==> src/rtl/pipe_div_seq_if.sv <==
// Request/response bundle between the EXE-stage divide sequencer and its pipeline
// control/HI-LO write-back client.
interface pipe_div_seq_if #(parameter int WIDTH = 32);
    logic             i_start;
    logic             i_sign;
    logic             i_flush;
    logic [WIDTH-1:0] i_dividend;
    logic [WIDTH-1:0] i_divisor;
    logic             o_stall;
    logic             o_busy;
    logic [WIDTH-1:0] o_quot;
    logic [WIDTH-1:0] o_rem;
    logic             o_w_lo;
    logic             o_w_hi;

    modport master (
        output i_start, i_sign, i_flush, i_dividend, i_divisor,
        input  o_stall, o_busy, o_quot, o_rem, o_w_lo, o_w_hi
    );
    modport slave (
        input  i_start, i_sign, i_flush, i_dividend, i_divisor,
        output o_stall, o_busy, o_quot, o_rem, o_w_lo, o_w_hi
    );
endinterface

==> src/rtl/pipe_div_seq.sv <==
// MIPS DIV/DIVU sequencer: restoring divider, one quotient bit per cycle, stalls the
// pipeline while iterating and pulses the HI/LO write enables on completion.
module pipe_div_seq #(
    parameter int WIDTH = 32,
    parameter int CNT_W = 6
) (
    input  logic           clk,
    input  logic           rst,
    pipe_div_seq_if.slave  bus
);
    typedef enum logic [1:0] {S_IDLE = 2'd0, S_RUN = 2'd1, S_DONE = 2'd2} state_t;

    state_t           r_state;
    logic [CNT_W-1:0] r_cnt;
    logic [WIDTH-1:0] r_r;
    logic [WIDTH-1:0] r_q;
    logic [WIDTH-1:0] r_dv;
    logic [WIDTH-1:0] r_quot;
    logic [WIDTH-1:0] r_rem;
    logic             r_neg_q;
    logic             r_neg_r;
    logic             r_wen;

    logic             w_accept;
    logic             w_dd_neg;
    logic             w_dv_neg;
    logic [WIDTH-1:0] w_dd_abs;
    logic [WIDTH-1:0] w_dv_abs;
    logic [WIDTH:0]   w_sh_r;
    logic             w_ge;
    logic [WIDTH-1:0] w_diff;
    logic [WIDTH-1:0] w_nr;
    logic [WIDTH-1:0] w_nq;
    logic [WIDTH-1:0] w_q_fin;
    logic [WIDTH-1:0] w_r_fin;

    assign w_accept = (r_state == S_IDLE) && bus.i_start && !bus.i_flush;
    assign w_dd_neg = bus.i_sign && bus.i_dividend[WIDTH-1];
    assign w_dv_neg = bus.i_sign && bus.i_divisor[WIDTH-1];
    assign w_dd_abs = w_dd_neg ? -bus.i_dividend : bus.i_dividend;
    assign w_dv_abs = w_dv_neg ? -bus.i_divisor  : bus.i_divisor;

    // The shifted remainder needs the extra top bit; after a successful subtract the
    // result is below the divisor, so the low WIDTH bits of the difference suffice.
    assign w_sh_r  = {r_r, r_q[WIDTH-1]};
    assign w_ge    = w_sh_r >= {1'b0, r_dv};
    assign w_diff  = w_sh_r[WIDTH-1:0] - r_dv;
    assign w_nr    = w_ge ? w_diff : w_sh_r[WIDTH-1:0];
    assign w_nq    = {r_q[WIDTH-2:0], w_ge};
    assign w_q_fin = r_neg_q ? -w_nq : w_nq;
    assign w_r_fin = r_neg_r ? -w_nr : w_nr;

    always_ff @(posedge clk) begin
        if (rst) begin
            r_state <= S_IDLE;
            r_cnt   <= '0;
            r_r     <= '0;
            r_q     <= '0;
            r_dv    <= '0;
            r_quot  <= '0;
            r_rem   <= '0;
            r_neg_q <= 1'b0;
            r_neg_r <= 1'b0;
            r_wen   <= 1'b0;
        end else begin
            r_wen <= 1'b0;
            case (r_state)
                S_IDLE: begin
                    if (w_accept) begin
                        if (bus.i_divisor == '0) begin
                            r_quot  <= '1;
                            r_rem   <= bus.i_dividend;
                            r_wen   <= 1'b1;
                            r_state <= S_DONE;
                        end else begin
                            r_r     <= '0;
                            r_q     <= w_dd_abs;
                            r_dv    <= w_dv_abs;
                            r_neg_q <= bus.i_sign && (bus.i_dividend[WIDTH-1] ^ bus.i_divisor[WIDTH-1]);
                            r_neg_r <= w_dd_neg;
                            r_cnt   <= CNT_W'(WIDTH);
                            r_state <= S_RUN;
                        end
                    end
                end
                S_RUN: begin
                    if (bus.i_flush) begin
                        r_state <= S_IDLE;
                    end else begin
                        r_r   <= w_nr;
                        r_q   <= w_nq;
                        r_cnt <= r_cnt - 1'b1;
                        if (r_cnt == CNT_W'(1)) begin
                            r_quot  <= w_q_fin;
                            r_rem   <= w_r_fin;
                            r_wen   <= 1'b1;
                            r_state <= S_DONE;
                        end
                    end
                end
                S_DONE:  r_state <= S_IDLE;
                default: r_state <= S_IDLE;
            endcase
        end
    end

    // A flush arriving in the DONE cycle still has to suppress the HI/LO write.
    assign bus.o_w_lo  = r_wen && !bus.i_flush;
    assign bus.o_w_hi  = r_wen && !bus.i_flush;
    assign bus.o_busy  = (r_state != S_IDLE);
    assign bus.o_stall = w_accept || (r_state == S_RUN);
    assign bus.o_quot  = r_quot;
    assign bus.o_rem   = r_rem;
endmodule
==> src/flat_wrapper.sv <==
// flat-port wrapper written by rule: the top's interface ports become plain ports
module pipe_div_seq_flat 
#(
    parameter int WIDTH = 32,
    parameter int CNT_W = 6
)
  (clk, rst, bus_i_start, bus_i_sign, bus_i_flush, bus_i_dividend, bus_i_divisor, bus_o_stall, bus_o_busy, bus_o_quot, bus_o_rem, bus_o_w_lo, bus_o_w_hi);
  pipe_div_seq_if #(.WIDTH(WIDTH)) bus_i ();
  input  logic clk;
  input  logic rst;
  input wire logic [$bits(bus_i.i_start)-1:0] bus_i_start;
  input wire logic [$bits(bus_i.i_sign)-1:0] bus_i_sign;
  input wire logic [$bits(bus_i.i_flush)-1:0] bus_i_flush;
  input wire logic [$bits(bus_i.i_dividend)-1:0] bus_i_dividend;
  input wire logic [$bits(bus_i.i_divisor)-1:0] bus_i_divisor;
  output wire logic [$bits(bus_i.o_stall)-1:0] bus_o_stall;
  output wire logic [$bits(bus_i.o_busy)-1:0] bus_o_busy;
  output wire logic [$bits(bus_i.o_quot)-1:0] bus_o_quot;
  output wire logic [$bits(bus_i.o_rem)-1:0] bus_o_rem;
  output wire logic [$bits(bus_i.o_w_lo)-1:0] bus_o_w_lo;
  output wire logic [$bits(bus_i.o_w_hi)-1:0] bus_o_w_hi;
  assign bus_i.i_start = bus_i_start;
  assign bus_i.i_sign = bus_i_sign;
  assign bus_i.i_flush = bus_i_flush;
  assign bus_i.i_dividend = bus_i_dividend;
  assign bus_i.i_divisor = bus_i_divisor;
  assign bus_o_stall = bus_i.o_stall;
  assign bus_o_busy = bus_i.o_busy;
  assign bus_o_quot = bus_i.o_quot;
  assign bus_o_rem = bus_i.o_rem;
  assign bus_o_w_lo = bus_i.o_w_lo;
  assign bus_o_w_hi = bus_i.o_w_hi;
  pipe_div_seq #(.WIDTH(WIDTH), .CNT_W(CNT_W)) u_core (.clk(clk), .rst(rst), .bus(bus_i));
endmodule
==> config.mk <==
export PLATFORM = sky130hd
export DESIGN_NAME = pipe_div_seq_flat
export DESIGN_NICKNAME = d
export VERILOG_FILES = /design/src/rtl/pipe_div_seq_if.sv /design/src/rtl/pipe_div_seq.sv /design/src/flat_wrapper.sv
export SDC_FILE = /design/constraint.sdc
export NUM_CORES = 1
export LEC_CHECK = 0
export CAP_MARGIN = 15
export CORE_MARGIN = 3
export CORE_UTILIZATION = 53
export DETAILED_ROUTE_END_ITERATION = 8
export GPL_TIMING_DRIVEN = 0
export PLACE_DENSITY = 0.76
export RECOVER_POWER = 100
export SYNTH_ARGS = -nofsm -noshare
export SYNTH_HDL_FRONTEND = slang
export SYNTH_SLANG_ARGS = --single-unit
==> constraint.sdc <==
create_clock -name clk -period 5.3 [get_ports clk]
set_input_delay 0.795 -clock clk [delete_from_list [all_inputs] [get_ports clk]]
set_output_delay 0.795 -clock clk [all_outputs]
set_load 0.05 [all_outputs]
# Word-level counts from Yosys, hierarchy flattened
# Index checks and enable logic that the tools add are counted.
[op_classes] add_sub_neg=6 n_lt_le_gt_ge=1 eq_ne=8 mux=37 bitwise_logic=2 reduce_logical=16
[ops] operator="two-way mux 32 bit" count=19
[ops] operator="one-hot mux 32 bit (2 select lines)" count=4
[ops] operator="negation 32 bit" count=4
[ops] operator="greater-or-equal comparator 33 x 32 -> 1 bit" count=1
[ops] operator="zero test 32 bit" count=1
[ops] operator="subtractor 32 bit" count=1
[ops] operator="two-way mux 6 bit" count=3
[ops] operator="one-hot mux 6 bit (2 select lines)" count=1
[ops] operator="two-way mux 2 bit" count=4
[ops] operator="== test 6 x 1 -> 1 bit (second input constant)" count=1
[ops] operator="logical AND 1 bit" count=6
[ops] operator="!= test 2 bit (second input constant)" count=3
[ops] operator="subtractor 6 x 1 -> 6 bit (second input constant)" count=1
[ops] operator="AND reduction 5 bit" count=1
[ops] operator="two-way mux 1 bit" count=4
[ops] operator="!= test 2 x 1 -> 1 bit (second input constant)" count=2
[ops] operator="one-hot mux 2 bit (2 select lines)" count=1
[ops] operator="AND reduction 4 bit" count=1
[ops] operator="nonzero test 2 bit" count=2
[ops] operator="!= test 3 x 2 -> 1 bit (second input constant)" count=1
[ops] operator="AND reduction 3 bit" count=1
[ops] operator="== test 2 x 1 -> 1 bit (second input constant)" count=1
[ops] operator="zero test 2 bit" count=1
[ops] operator="one-hot mux 1 bit (2 select lines)" count=1
[ops] operator="other kinds (5)" count=5
[word_totals] ff_bits=171 input_bits=69 elab_cells=80

# Logic depth before layout (Yosys ltp)
[logic_depth] word_depth=7 ltp_mapped=23 depth_no_buf=19

# Least setup slack after synthesis
# Ideal clock, no wire load.
[synth_timing] kind="reg2reg" startpoint="reg u_core.r_r[9]" endpoint="reg u_core.r_rem[18], in the netlist u_core.bus.o_rem[18]" setup_time_ps=96 t_arrival_ps=4682 required_ps=5204 slack_ps=522 stages_incl_launch_ff=22 path_buffers=4 cell_sequence="dfxtp_1 -> ha_1 -> clkbuf_1 -> nand4_1 -> nor3_1 -> a211oi_1 -> o21ai_2 -> clkbuf_1 -> clkbuf_1 -> buf_1 -> nand2_1 -> o21ai_0 -> ha_1 -> nand2_1 -> nor4_1 -> o21ai_0 -> nand2b_1 -> o311ai_1 -> a21boi_0 -> xnor2_1 -> nor2_1 -> o41ai_2"
[synth_via] elab_chain_len=7 elab_cells_between_ends=8
[synth_lines] item="start, declared" line_no="pipe_div_seq.sv:15" text="logic [WIDTH-1:0] r_r;"
[synth_lines] item="start signal, assigned" line_no="pipe_div_seq.sv:90" text="r_r <= w_nr;"
[synth_lines] item="subtractor 32 bit / greater-or-equal comparator 33 x 32 -> 1 bit (equally long branches)" line_no="pipe_div_seq.sv:47, pipe_div_seq.sv:46"
[synth_lines] item="two-way mux 32 bit *" line_no="pipe_div_seq.sv:48" text="assign w_nr = w_ge ? w_diff : w_sh_r[WIDTH-1:0];"
[synth_lines] item="negation 32 bit" line_no="pipe_div_seq.sv:51" text="assign w_r_fin = r_neg_r ? -w_nr : w_nr;"
[synth_lines] item="two-way mux 32 bit *" line_no="pipe_div_seq.sv:51"
[synth_lines] item="two-way mux 32 bit *" line_no="pipe_div_seq.sv:93" text="if (r_cnt == CNT_W'(1)) begin"
[synth_lines] item="two-way mux 32 bit *" line_no="pipe_div_seq.sv:87" text="if (bus.i_flush) begin"
[synth_lines] item="one-hot mux 32 bit (2 select lines) *" line_no="pipe_div_seq.sv:67" text="case (r_state)"
[synth_lines] item="end signal, assigned" line_no="pipe_div_seq.sv:72" text="r_rem <= bus.i_dividend;"
[synth_lines] item="end signal, assigned" line_no="pipe_div_seq.sv:95" text="r_rem <= w_r_fin;"
[synth_lines] item="end, declared" line_no="pipe_div_seq.sv:19" text="logic [WIDTH-1:0] r_rem;"
# Every way passes the cells marked *; elsewhere a longest branch is shown, timed or not. The select of a mux whose other input is x is not followed.
# A chain may end at the register's enable or synchronous reset.

# Worst setup path after layout
[layout_timing] startpoint="in bus_i_divisor[13]" endpoint="reg u_core.r_neg_q"
[layout_via] elab_chain_len=3
[layout_lines] item="start, declared" line_no="flat_wrapper.sv:15" text="input wire logic [$bits(bus_i.i_divisor)-1:0] bus_i_divisor;"
[layout_lines] item="zero test 32 bit" line_no="pipe_div_seq.sv:70" text="if (bus.i_divisor == '0) begin"
[layout_lines] item="inverter 1 bit (no line)"
[layout_lines] item="AND reduction 3 bit (no line)"
[layout_lines] item="end signal, assigned" line_no="pipe_div_seq.sv:79" text="r_neg_q <= bus.i_sign && (bus.i_dividend[WIDTH-1] ^ bus.i_divisor[WIDTH-1]);"
[layout_lines] item="end, declared" line_no="pipe_div_seq.sv:20" text="logic r_neg_q;"
# Every way passes these cells.

==> flow_summary.toml <==
[critical_path]
r2r-end = "u_core.bus.o_rem[18]"
cp_max_fo = 10
regToRegSetupSlack_ns = 0.20
start_kind = "input pin"
crit_path_end_kind = "register"
cpMostUsedCell = "nand2_1"
ff2ff_path_depth = 20
slowest_delay_ns = 0.57
path_cells = "clkdlybuf4s50_1 > or3_1 > or3_4 > or4_1 > nor4_2 > nand2_1 > or4_1 > a21oi_1 > nor3_1 > nand2_1 > clkbuf_1 > nand2_1 > a21oi_1"
critPathKind = "in -> reg"
regToRegStartpoint = "u_core.r_r[19]"
critPathRequiredTime_ns = 5.61
crit_slowest_cell = "or4_1"
critPathArrivalTime_ns = 5.64

[clocking]
clk_pin_slew_ns = 0.08
cts_root_buf = "clkbuf_16"
clock-sinks = 171
worstSkewPairLatency_ns = 0.45
htree_levels = 4
cts_tree = "yes"
cts_buffers = 17
clk_path_buf_depth = 2
ctsHoldBuffers = 0

[synthesis]
synth.area.top_cells = "dfxtp_1 (28%), nor2_1 (8.7%), a211oi_1 (5.6%)"
synth_top_area_share_pct = 28.1
avgSynthCellArea_um2 = 7.32
synth_cell_types = 76
synth-main-ff-cell = "dfxtp_1"
synthCells = 1663
synth_common_cells = "nor2_1 (282), dfxtp_1 (171), nand2_1 (167), a21oi_1 (135), a211oi_1 (90)"
synthMostInstantiatedCell = "nor2_1"
synth-async-reset-ratio_pct = 0
synth_largest_area_cell = "dfxtp_1"
ys_seq_elements = 171
synth_area_mm2 = 0.0122
ys.warnings.count = 0
yosysSeqAreaShare_pct = 28.1
synth_fp_nets = 1771
synth-edff-count = 0

[placement]
dpl.hpwl_mm = 34.2
port_buffers = 135
place_congestion = 0.967

[grt]
grt_use_total_pct = 34.1
grt_overflow = 0
grt_max_degree = 20
grt_pass1_vias = 12316
grt_antenna_before_repair = 0
grt_pass1_wl_mm = 66.2

[power_and_ir_drop]
p_seq_share_pct = 38.6
power_leakage_nw = 5.63
ir_drop_mv = 0.210
clockPowerShare_pct = 35.5
sw_frac_of_total_pct = 35.7
p_sw_mw = 1.27
p_int_mw = 2.28
power.share.combinational_pct = 25.9
power_density_mw_per_mm2 = 246

[die]
rows = 54
die_w_um = 158
dieHeight_um = 158
placeableCoreArea_mm2 = 0.0222
start_util_pct = 54.9
die_area_mm2 = 0.0248
io_pins = 137

[timing]
fmax_ghz = 0.188
clock_skew_ns = 0.0141
hold_viol_final = 0
maxSlewViolCount = 0
fin_crit_ns = 5.33
rsz0062_at_grt = "yes"
period_share_pct = 101
tightest_slew_ns = 1.26
finalSetupTns_ns = -0.0324
fin_ws_ns = -0.0324
slew-limit-headroom_pct = 15.7
setup_viol = 1

[finish]
num_antenna_cells = 0
area_growth_pct = 18.5
final_layout_size_suffix_gt1_share_pct = 4.96
regArea_mm2 = 0.00343
post-route-util_pct = 65.0
multi_input_area_mm2 = 0.00808
layout.nets = 1911
fillCellCount = 2021

[routing]
drc = 1
ant_nets = 0
vias = 13035
post_drt_via_cell_ratio = 6.22
routed_wl_mm = 42.8
dr.pass1.iters = 9
post_drt_wl_per_cell_um = 20.4
drt_iter0_markers = 1270

[flow_run]
maxCapViolCount = 0

[status]
status = "finished with violations"
violations = "design-rule violations, negative setup slack"

[worst_hold_path]
min_path_cells = 2
min_path_type = "reg -> reg"
holdPathEnd = "u_core.bus.o_rem[26]"
min_from = "u_core.bus.o_rem[26]"
-- per-layer routing --
metal,up-vias,wire length [um],global-route usage (%)
met1,5976,17300,41.3
met3,147,3230,5.42
met2,654,20100,58.4
li1,6258,-,-
met4,0,2250,17.5
met5,-,0,0
-- worst max-delay path: cells and delay by family --
family	cells	cell delay, ns
simple gates	9	3.21
buf+inv	2	1.03
compound gates	2	0.61
-- how the worst max path moves through the flow --
| stage | from | end | slack [ns] | depth (start not counted) |
|---|---|---|---|---|
| 5_1_grt | u_core.r_r[0] | u_core.bus.o_quot[28] | -0.06 | 18 |
| 6_report | bus_i_divisor[13] | u_core.r_neg_q | -0.03 | 13 |
| 3_3_place_gp | u_core.r_r[9] | u_core.bus.o_rem[18] | -1.67 | 21 |
| 3_5_place_dp | u_core.r_r[9] | u_core.bus.o_rem[18] | -1.74 | 21 |
| 4_1_cts | u_core.r_r[12] | u_core.bus.o_rem[18] | 0.001 | 20 |
| 2_1_floorplan | u_core.r_r[9] | u_core.bus.o_rem[18] | 0.52 | 21 |
-- metrics by stage --
step | power, mW | hold slack (ns) | cell area (um2) | std cells | setup slack, ns
6_report | 3.55 | 0.459 | 14400 | 2095 | -0.0324
5_1_grt | 3.68 | 0.478 | 14400 | 2095 | -0.0555
4_1_cts | 3.52 | 0.464 | 14500 | 2102 | 0.00135
3_5_place_dp | 2.29 | 0.454 | 13900 | 2078 | -1.74
3_3_place_gp | 2.28 | 0.443 | 13900 | 2078 | -1.67
2_1_floorplan | 1.99 | 0.432 | 12200 | 1663 | 0.522
-- cell usage in the layout, fill, tap and decap left out, types with 52 or more instances in the layout --
master | netlist | routed
nor2_1 | 282 | 281
dfxtp_1 | 171 | 169
nand2_1 | 167 | 167
a21oi_1 | 135 | 134
a211oi_1 | 90 | 92
o21ai_0 | 88 | 86
xor2_1 | 77 | 77
clkbuf_1 | 83 | 69
dlygate4sd3_1 | 0 | 68
clkdlybuf4s50_1 | 0 | 67
xnor2_1 | 59 | 59
inv_1 | 52 | 52
-- final cells by class --
type | instances | area share (%)
timing repair buffer | 136 | 9.43
clock buffer | 17 | 2.95
tap | 280 | 2.43
buffer | 97 | 2.97
clock inverter | 14 | 1.05
inverter | 52 | 1.35
sequential | 171 | 23.8
multi-input combinational | 1328 | 56.1
-- what timing repair did --
item,CTS,global route
buffers inserted,1,0
pin swaps,1,0
endpoints found under the setup margin,24,12
gates resized for setup,15,16
-- kinds of logic (layout without fill, tap and decap cells) --
logic type / after synthesis / count (layout) / share of synthesized area (%)
DFF: 171 / 171 / 28.1
buffers and inverters: 164 / 316 / 5.68
muxes: 12 / 12 / 0.987
and+or+nand+nor: 647 / 647 / 24.3
xor gates and xnor gates: 136 / 136 / 9.79
AOI/OAI and AO/OA: 494 / 494 / 27.0
adders and majority gates: 39 / 39 / 4.07
-- registers in the layout, summed over array words and instances, names as in the netlist --
signal,flops
u_core.r_q,32
u_core.bus.o_quot,32
u_core.r_cnt,6
u_core.r_neg_r,1
u_core.bus.o_rem,32
u_core.r_neg_q,1
u_core.r_state,2
u_core.r_dv,32
u_core.r_r,32
u_core.r_wen,1
-- power groups by stage --
stage | clock [mW] | combinational (mW) | sequential [mW]
floorplan | 0 | 0.591 | 1.40
global placement | 0 | 0.881 | 1.40
detailed placement | 0 | 0.890 | 1.40
CTS | 1.25 | 0.901 | 1.37
global route | 1.30 | 1.00 | 1.37
finish | 1.26 | 0.920 | 1.37
No activity file was read; power rests on OpenSTA's default activity.
